--- src/rtl/fir_mac_param.sv ---
// Time-multiplexed single-MAC FIR filter with a valid/ready input and a post-reset buffer clear.
// Define FIR_OUT_SAT_EN to round, shift right by SHIFT and saturate y to the signed DATA_W range.
module fir_mac_param #(
    parameter int unsigned TAPS    = 31,
    parameter int unsigned DATA_W  = 8,
    parameter int unsigned COEFF_W = 10,
    parameter int unsigned ACC_W   = 23,
    parameter int unsigned SHIFT   = 10,
    localparam int unsigned IDX_W  = (TAPS > 1) ? $clog2(TAPS) : 1
) (
    input  logic                      clock,
    input  logic                      reset_n,
    input  logic                      flush,
    input  logic                      in_valid,
    output logic                      in_ready,
    input  logic signed [DATA_W-1:0]  x,
    input  logic signed [COEFF_W-1:0] coeff,
    output logic [IDX_W-1:0]          idx,
    output logic signed [ACC_W-1:0]   y,
    output logic                      y_valid,
    output logic                      busy
);

    localparam int unsigned      PROD_W = DATA_W + COEFF_W;
    localparam logic [IDX_W-1:0] LAST   = IDX_W'(TAPS - 1);
    localparam logic [IDX_W-1:0] ONE    = IDX_W'(1);

    if (TAPS < 2 || TAPS > 256 || SHIFT >= ACC_W) begin : g_bad_params
        $error("fir_mac_param: unsupported parameter combination");
    end

    typedef enum logic [1:0] {StClear, StIdle, StMac} state_e;

    state_e                   state_q, state_d;
    logic [IDX_W-1:0]         clr_cnt_q, clr_cnt_d;
    logic [IDX_W-1:0]         wr_ptr_q, wr_ptr_d;
    logic [IDX_W-1:0]         rd_ptr_q, rd_ptr_d;
    logic [IDX_W-1:0]         idx_q, idx_d;
    logic signed [ACC_W-1:0]  acc_q, acc_d;
    logic signed [ACC_W-1:0]  y_q, y_d;
    logic                     y_valid_q, y_valid_d;

    logic signed [DATA_W-1:0] buf_mem [TAPS];
    logic                     buf_we;
    logic [IDX_W-1:0]         buf_waddr;
    logic signed [DATA_W-1:0] buf_wdata;

    logic signed [PROD_W-1:0] prod;
    logic signed [ACC_W-1:0]  acc_sum;
    logic signed [ACC_W-1:0]  y_next;

    // Full-precision product, then two's complement accumulation that wraps at ACC_W.
    assign prod    = PROD_W'(coeff) * PROD_W'(buf_mem[rd_ptr_q]);
    assign acc_sum = acc_q + ACC_W'(prod);

`ifdef FIR_OUT_SAT_EN
    localparam int unsigned             EXT_W   = ACC_W + 1;
    localparam logic signed [EXT_W-1:0] RND     = (SHIFT > 0) ? EXT_W'(1) << (SHIFT - 1) : '0;
    localparam logic signed [EXT_W-1:0] SAT_MAX = EXT_W'((64'sd1 <<< (DATA_W - 1)) - 64'sd1);
    localparam logic signed [EXT_W-1:0] SAT_MIN = ~SAT_MAX;

    logic signed [EXT_W-1:0] rnd_sum;
    logic signed [EXT_W-1:0] shifted;

    // One extra bit so the rounding offset cannot overflow before the shift.
    always_comb begin
        rnd_sum = EXT_W'(acc_sum) + RND;
        shifted = rnd_sum >>> SHIFT;
        if (shifted > SAT_MAX) begin
            y_next = ACC_W'(SAT_MAX);
        end else if (shifted < SAT_MIN) begin
            y_next = ACC_W'(SAT_MIN);
        end else begin
            y_next = ACC_W'(shifted);
        end
    end
`else
    assign y_next = acc_sum;
`endif

    always_comb begin
        state_d   = state_q;
        clr_cnt_d = clr_cnt_q;
        wr_ptr_d  = wr_ptr_q;
        rd_ptr_d  = rd_ptr_q;
        idx_d     = idx_q;
        acc_d     = acc_q;
        y_d       = y_q;
        y_valid_d = 1'b0;
        buf_we    = 1'b0;
        buf_waddr = wr_ptr_q;
        buf_wdata = x;

        if (flush) begin
            state_d   = StClear;
            clr_cnt_d = '0;
            wr_ptr_d  = '0;
            idx_d     = '0;
        end else begin
            unique case (state_q)
                StClear: begin
                    buf_we    = 1'b1;
                    buf_waddr = clr_cnt_q;
                    buf_wdata = '0;
                    if (clr_cnt_q == LAST) begin
                        state_d   = StIdle;
                        clr_cnt_d = '0;
                    end else begin
                        clr_cnt_d = clr_cnt_q + ONE;
                    end
                end
                StIdle: begin
                    if (in_valid) begin
                        buf_we   = 1'b1;
                        rd_ptr_d = wr_ptr_q;
                        acc_d    = '0;
                        idx_d    = '0;
                        state_d  = StMac;
                    end
                end
                StMac: begin
                    acc_d    = acc_sum;
                    rd_ptr_d = (rd_ptr_q == '0) ? LAST : rd_ptr_q - ONE;
                    if (idx_q == LAST) begin
                        y_d       = y_next;
                        y_valid_d = 1'b1;
                        wr_ptr_d  = (wr_ptr_q == LAST) ? '0 : wr_ptr_q + ONE;
                        idx_d     = '0;
                        state_d   = StIdle;
                    end else begin
                        idx_d = idx_q + ONE;
                    end
                end
                default: begin
                    state_d   = StClear;
                    clr_cnt_d = '0;
                    wr_ptr_d  = '0;
                    idx_d     = '0;
                end
            endcase
        end
    end

    always_ff @(posedge clock or negedge reset_n) begin
        if (!reset_n) begin
            state_q   <= StClear;
            clr_cnt_q <= '0;
            wr_ptr_q  <= '0;
            rd_ptr_q  <= '0;
            idx_q     <= '0;
            acc_q     <= '0;
            y_q       <= '0;
            y_valid_q <= 1'b0;
        end else begin
            state_q   <= state_d;
            clr_cnt_q <= clr_cnt_d;
            wr_ptr_q  <= wr_ptr_d;
            rd_ptr_q  <= rd_ptr_d;
            idx_q     <= idx_d;
            acc_q     <= acc_d;
            y_q       <= y_d;
            y_valid_q <= y_valid_d;
        end
    end

    // Sample storage has no reset; the CLEAR sweep zeroes it after reset and flush.
    always_ff @(posedge clock) begin
        if (buf_we) begin
            buf_mem[buf_waddr] <= buf_wdata;
        end
    end

    assign in_ready = (state_q == StIdle);
    assign busy     = (state_q != StIdle);
    assign idx      = idx_q;
    assign y        = y_q;
    assign y_valid  = y_valid_q;

endmodule

--- config.mk ---
export PLATFORM = sky130hd
export DESIGN_NAME = fir_mac_param
export DESIGN_NICKNAME = d
export VERILOG_FILES = /design/src/rtl/fir_mac_param.sv
export SDC_FILE = /design/constraint.sdc
export NUM_CORES = 1
export LEC_CHECK = 0
export CAP_MARGIN = 5
export CELL_PAD_IN_SITES_DETAIL_PLACEMENT = 0
export CELL_PAD_IN_SITES_GLOBAL_PLACEMENT = 2
export CORE_UTILIZATION = 45
export DETAILED_ROUTE_END_ITERATION = 10
export GPL_TIMING_DRIVEN = 0
export PLACE_DENSITY = 0.82
export SYNTH_ARGS = -nofsm -noshare
export SYNTH_HDL_FRONTEND = slang
export SYNTH_SLANG_ARGS = --single-unit
--- constraint.sdc ---
create_clock -name clock -period 10.1 [get_ports clock]
set_input_delay 3.03 -clock clock [delete_from_list [all_inputs] [get_ports clock]]
set_output_delay 3.03 -clock clock [all_outputs]
set_load 0.05 [all_outputs]
==> key figures, run 1 <==
Floorplanning
  • Chip Width: 197.9 µm
  • Initial Util: 0.4573
  • FP Rows: 71
  • Core area: 37,760 µm²
  • Die Area: 39,160 µm²
  • I/O Pins: 53
  • Die H: 197.9 µm

Timing
  • Setup Skew: 0.02157 ns
  • Setup TNS: 0 ns
  • RSZ-0062 raised after global routing: no
  • Worst slew pin tran: 1.257 ns
  • Crit share post-route: 0.8438
  • Final setup fails: 0
  • Final hold violations: 0
  • Fmax: 117.3 MHz
  • Slew headroom: 0.1622
  • Min Tclk post-route: 8.523 ns
  • Slew Viols, Final: 0

Clock tree
  • Clk_lat worst skew: 0.56 ns
  • Clk sinks: 317
  • CTS max path bufs: 3
  • Number of CTS-inserted buffers: 36
  • H-tree Lvls: 2
  • Setup bufs post-CTS: 0
  • Post-CTS Resized: 0
  • Hold Buf Count CTS: 0
  • Clock-pin transition on the worst setup and hold timing paths: 0.06 ns
  • CTS tree: yes
  • Root Buffer: clkbuf_16

Synthesis
  • Adder-cell area share of the yosys netlist: 0.1686
  • Cell taking the most area after synthesis: edfxtp_1
  • Main combinational cell family by area after synthesis: adder cells
  • Synth warn: 0
  • Syn_area_per_cell: 13.85 µm²
  • Sequential fraction of the synthesis area: 0.5313
  • Simple-gate share of the synthesized area: 0.08507
  • Area contributors post-synth: edfxtp_1, fa_1, dfrtp_1
  • Post-synthesis compound-gate area fraction: 0.06210
  • Post-synth EDFFs: 248
  • Post-synth top area share: 0.4313
  • Synth async-reset ratio: 0.2177
  • Mux cell area share after synthesis: 0.09957
  • Cells after Synth: 1,247
  • Syn_nets: 1,438
  • Xor/xnor share of the synthesized area: 0.01065
  • Primary FF master, synth: edfxtp_1
  • Flops & latches, synth: 317
  • Synth cell types: 64
  • Synth Cell Area: 17,270 µm²

Critical path
  • CP cell instances: buf_1 > and2_1 > fa_1 > inv_1 > fa_1 > inv_1 > fa_1 > fa_1 > ha_1 > ha_1 > clkbuf_1 > and3_1 > nand3_1 > a2111oi_0 > o31a_1 > o21ai_0 > a32o_1
  • CP max-delay cell: a2111oi_0
  • Most common cell on crit path: fa_1
  • Endpoint class of the critical path: flop
  • CP arrival: 8.97 ns
  • Top fanout value on the critical path: 13
  • Worst setup path class: input port to flop
  • Startpoint types: input port
  • Slowest stage delay, CP: 0.89 ns
  • Worst EP required: 10.55 ns

Cells and area
  • Antenna cell count: 0
  • Nets: 1,528
  • Layout cell share with drive strength beyond 1: 0.1048
  • Layout area overhead: 13.46%
  • Filler cells: 3,174

Routing
  • DR iter-0 viols: 541
  • Remaining DRCs: 0
  • DRT Wirelength: 40,180 µm
  • First drt pass iteration count: 5
  • Drt wl/cell: 21.43 µm
  • Final ANT Viol Nets: 0
  • Total number of vias: 10,017
  • Routed vias/inst: 5.342

Global route
  • Initial antenna violation count: 0
  • Largest net degree at the start of global routing: 37
  • First-pass GRT wire length: 63,050 µm
  • Vias in the first global route: 10,553
  • Tot GR Track Use: 0.2192
  • GRT Residual Overflow: 0

Job
  • MaxCap Viol Count: 0

Placed design
  • Placer's final routability congestion estimate: 0.8220
  • Post-DP HPWL: 28,800 µm
  • IO buf count: 51

Outcome
  • Status: completed

Worst hold path
  • Worst hold-check path type: flop to flop
[stage by stage]
| step | hold WS, ns | utilization | instances | cell area (µm²) | setup WS (ns) |
|---|---|---|---|---|---|
| after global placement | 0.4588 | 0.4878 | 1809 | 18420 | 0.9078 |
| final | 0.4704 | 0.5189 | 1875 | 19590 | 1.577 |
| after CTS | 0.4762 | 0.5189 | 1875 | 19590 | 1.480 |
| after global routing | 0.4974 | 0.5189 | 1875 | 19590 | 1.110 |
| after floorplan | 0.4453 | - | 1247 | 17270 | 1.972 |
| after detailed placement | 0.4630 | 0.4883 | 1810 | 18430 | 0.9010 |
[Yosys cell counts, drive strengths merged (5+ instances only)]
cell,n
nand3,22
inv,128
mux2i,18
nor3,9
a22o,5
and3,5
o211ai,5
a21oi,26
buf,22
xnor2,18
o21ai,60
edfxtp,248
dfrtp,69
nand2b,22
ha,63
a211oi,17
fa,106
nand2,114
a21o,15
nor2b,35
clkbuf,26
mux4,64
mux2,6
nor2,58
o31ai,9
and2,27
[final cells by class]
type | instances | area, µm² | area share
sequential | 317 | 9174 | 0.4683
multi-input combinational | 753 | 7355 | 0.3754
clock buffer | 42 | 923.4 | 0.04714
tap | 511 | 639.4 | 0.03264
timing repair buffer | 52 | 528.0 | 0.02695
inverter | 129 | 484.2 | 0.02472
buffer | 48 | 254.0 | 0.01297
clock inverter | 23 | 232.7 | 0.01188
[worst paths after layout]
path,slack (ns),to,start,depth (start not counted)
max,1.58,acc_q[19],coeff[9],17
min,0.47,acc_q[0],acc_q[0],2
max reg2reg,1.81,acc_q[19],rd_ptr_q[1],24
min reg2reg,0.47,acc_q[0],acc_q[0],2
max in group asynchronous,7.08,acc_q[19],reset_n,2
min in group asynchronous,2.44,idx[0],reset_n,1
[worst max-delay path, delay by kind of cell]
kind	cells	cell delay, ns
adder cells (fa/ha/maj)	6	2.44
AND/OR/NAND/NOR	3	1.20
buffers and inverters	4	0.77
AO/OA/AOI/OAI	4	1.51
[flip-flops by register name, indices dropped and copies added, names as in the netlist]
register	flops
state_q	2
buf_mem	248
rd_ptr_q	5
clr_cnt_q	5
acc_q	23
idx	5
y	23
wr_ptr_q	5
y_valid	1
[cells by family after synthesis]
family	Yosys count
and+or+nand+nor	308
buffers and inverters	177
xor gates and xnor gates	21
DFF	317
muxes	88
adders and majority gates	169
AOI/OAI and AO/OA	167
[placed cells by master (no fill, tap or decap), types with 4 or more instances in the layout]
master,synthesis,layout
clkinv_2,0,5
o31ai_1,9,9
edfxtp_1,248,248
and2_1,27,27
nand3_1,22,22
nand2_1,114,114
clkinv_1,1,9
or2_2,4,4
mux4_1,8,8
o211ai_1,5,5
clkdlybuf4s50_1,0,50
mux4_2,56,56
nand4_1,4,4
buf_2,9,9
a211oi_1,17,17
nor2_1,58,58
nor3_1,9,9
inv_1,126,126
o21ai_0,60,60
mux2_2,6,6
fa_1,106,106
a21o_1,15,15
nor2b_1,35,35
clkbuf_1,26,32
buf_4,6,7
mux2i_1,18,18
xnor2_1,18,18
clkbuf_16,0,36
buf_1,4,4
nand2b_1,22,22
a22o_1,5,5
and3_1,5,5
dfrtp_1,69,69
ha_1,63,63
a21oi_1,25,25
[per-layer routing]
layer,vias to the layer above,wire [µm],global-route usage
li1,4631,-,-
met1,5078,17130,0.2910
met2,240,20010,0.3687
met3,68,1964,0.03832
met4,0,1087,0.06575
met5,-,0,0
Power of run 1 is not shown: default switching activity piles up to over one toggle a cycle in this logic, so the estimate is an artifact.
==> run 2, diff against run 1 <==
==> constraint.sdc (replaced) <==
create_clock -name clock -period 8.77 [get_ports clock]
set_input_delay 2.631 -clock clock [delete_from_list [all_inputs] [get_ports clock]]
set_output_delay 2.631 -clock clock [all_outputs]
set_load 0.05 [all_outputs]
==> key figures, run 2 (same netlist as run 1, synthesis figures left out) <==
Placed design
  • Post-DP HPWL: 28,800 µm (unchanged)
  • IO buf count: 51 (unchanged)
  • Placer's final routability congestion estimate: 0.8220 (unchanged)

Critical path
  • Most common cell on crit path: fa_1
  • Startpoint types: flop
  • Slowest stage delay, CP: 0.80 ns (-0.09 ns)
  • Buffers & Inverters on Critical Path: 5 (+1)
  • CP top delay family: adder cells
  • CP max-delay cell: and2_1
  • Worst EP required: 9.22 ns (-1.33 ns)
  • Critical R2R Launch: rd_ptr_q[1]
  • Top fanout value on the critical path: 14 (+1)
  • CP arrival: 8.61 ns (-0.36 ns)
  • CP cell instances: buf_1 > clkbuf_1 > nand2_1 > o21ai_0 > mux2i_1 > a211oi_1 > a21o_1 > buf_2 > and2_1 > fa_1 > fa_1 > inv_1 > fa_1 > inv_1 > fa_1 > ha_1 > ha_1 > and3_1 > a221oi_1 > o21bai_1 > o21ai_0 > xnor2_1 > mux2_2
  • Worst setup path class: flop to flop
  • Crit. Startpoint: rd_ptr_q[1]
  • Worst reg-to-reg setup slack: 0.61 ns (-1.20 ns)
  • Endpoint class of the critical path: flop

Worst hold path
  • Worst hold-check path type: flop to flop
  • HP Start: acc_q[0]

Clock tree
  • Clk sinks: 317 (unchanged)
  • Setup bufs post-CTS: 0 (unchanged)
  • Number of CTS-inserted buffers: 36 (unchanged)
  • H-tree Lvls: 2 (unchanged)
  • CTS max path bufs: 3 (unchanged)
  • CTS tree: yes
  • Root Buffer: clkbuf_16
  • Clk_lat worst skew: 0.56 ns (about the same)
  • Clock-pin transition on the worst setup and hold timing paths: 0.06 ns (about the same)

Floorplanning
  • Chip Width: 197.9 µm (unchanged)
  • Initial Util: 0.4573 (unchanged)
  • Die H: 197.9 µm (unchanged)
  • FP Rows: 71 (unchanged)
  • I/O Pins: 53 (unchanged)
  • Die Area: 39,160 µm² (unchanged)
  • Core area: 37,760 µm² (unchanged)

Routing
  • DR iter-0 viols: 539 (-0.37%)
  • Total number of vias: 10,014 (-0.030%)
  • Final ANT Viol Nets: 0 (unchanged)
  • Drt wl/cell: 21.43 µm (about the same)
  • First drt pass iteration count: 5 (unchanged)
  • DRT Wirelength: 40,180 µm (about the same)
  • Routed vias/inst: 5.341 (about the same)
  • Remaining DRCs: 0 (unchanged)

Cells and area
  • Commonest non-fill, non-tap cell in the layout: edfxtp_1
  • Top reg by flops: buf_mem
  • Reg area: 9174 µm² (unchanged)
  • Layout cell share with drive strength beyond 1: 0.1048 (unchanged)
  • Filler cells: 3,174 (unchanged)
  • Area of the multi-input gates: 7356 µm² (about the same)
  • Max reg flops: 248 (unchanged)
  • Post-layout util: 0.5189 (about the same)
  • Antenna cell count: 0 (unchanged)
  • Layout area overhead: 13.46% (about the same)
  • Nets: 1,528 (unchanged)
  • Most frequent cells in the layout: edfxtp_1, inv_1, nand2_1

Timing
  • Setup Skew: 0.02153 ns (-0.00004200 ns)
  • Slew headroom: 0.1622 (unchanged)
  • Final setup fails: 0 (unchanged)
  • Crit share post-route: 0.9310
  • Slew Viols, Final: 0 (unchanged)
  • Final hold violations: 0 (unchanged)
  • RSZ-0062 raised after global routing: no
  • Fmax: 122.5 MHz
  • Worst slew pin tran: 1.257 ns (unchanged)
  • Min Tclk post-route: 8.165 ns
  • Setup TNS: 0 ns (unchanged)

Job
  • MaxCap Viol Count: 0 (unchanged)

Outcome
  • Status: completed

Global route
  • Vias in the first global route: 10,553 (unchanged)
  • First-pass GRT wire length: 63,050 µm (unchanged)
  • GRT Residual Overflow: 0 (unchanged)
  • Initial antenna violation count: 0 (unchanged)
  • Largest net degree at the start of global routing: 37 (unchanged)
  • Tot GR Track Use: 0.2192 (unchanged)
[run 2: worst min-delay path: cells and delay by family (launching register included)]
kind	cells	cell delay (ns)
and+or+nand+nor	2	0.10
DFF	1	0.34
[run 2: what timing repair did]
item	in CTS	in global routing
setup endpoints to repair	0	4
hold buffers	0	0
resized for setup	0	1
[run 2: worst paths after layout]
check | to | cells past startpoint
setup / recovery | y[16] | 23
hold / removal | acc_q[0] | 2
setup reg to reg | y[16] | 23
min in group asynchronous | idx[0] | 1
hold reg to reg | acc_q[0] | 2
max in group asynchronous | acc_q[19] | 2
[run 2: routing by layer]
metal | part of all wire | wire length, µm | track usage | vias to the layer above
met3 | 0.049 | 1963 | 0.03832 | 68
met1 | 0.43 | 17130 | 0.2910 | 5077
met2 | 0.50 | 20000 | 0.3687 | 239
met5 | 0 | 0 | 0 | -
met4 | 0.027 | 1086 | 0.06575 | 0
li1 | - | - | - | 4630
[run 2: metrics by stage]
step | area [µm²] | hold slack [ns] | std cells | setup slack (ns)
after floorplan | 17270 | 0.4453 | 1247 | 1.041
after global placement | 18420 | 0.4588 | 1809 | -0.02318
after detailed placement | 18430 | 0.4630 | 1810 | -0.02999
after CTS | 19590 | 0.4762 | 1875 | 0.3014
after global routing | 19590 | 0.4974 | 1875 | 0.02269
final | 19590 | 0.4704 | 1875 | 0.6051
[run 2: final cells by class]
type,instances,share of cell area
Multi-Input combinational cell,753,0.3755
Inverter,129,0.02472
Sequential cell,317,0.4683
Clock buffer,42,0.04713
Buffer,48,0.01296
Timing Repair Buffer,52,0.02695
Tap cell,511,0.03264
Clock inverter,23,0.01188
Power of run 2 is left out for the same reason.
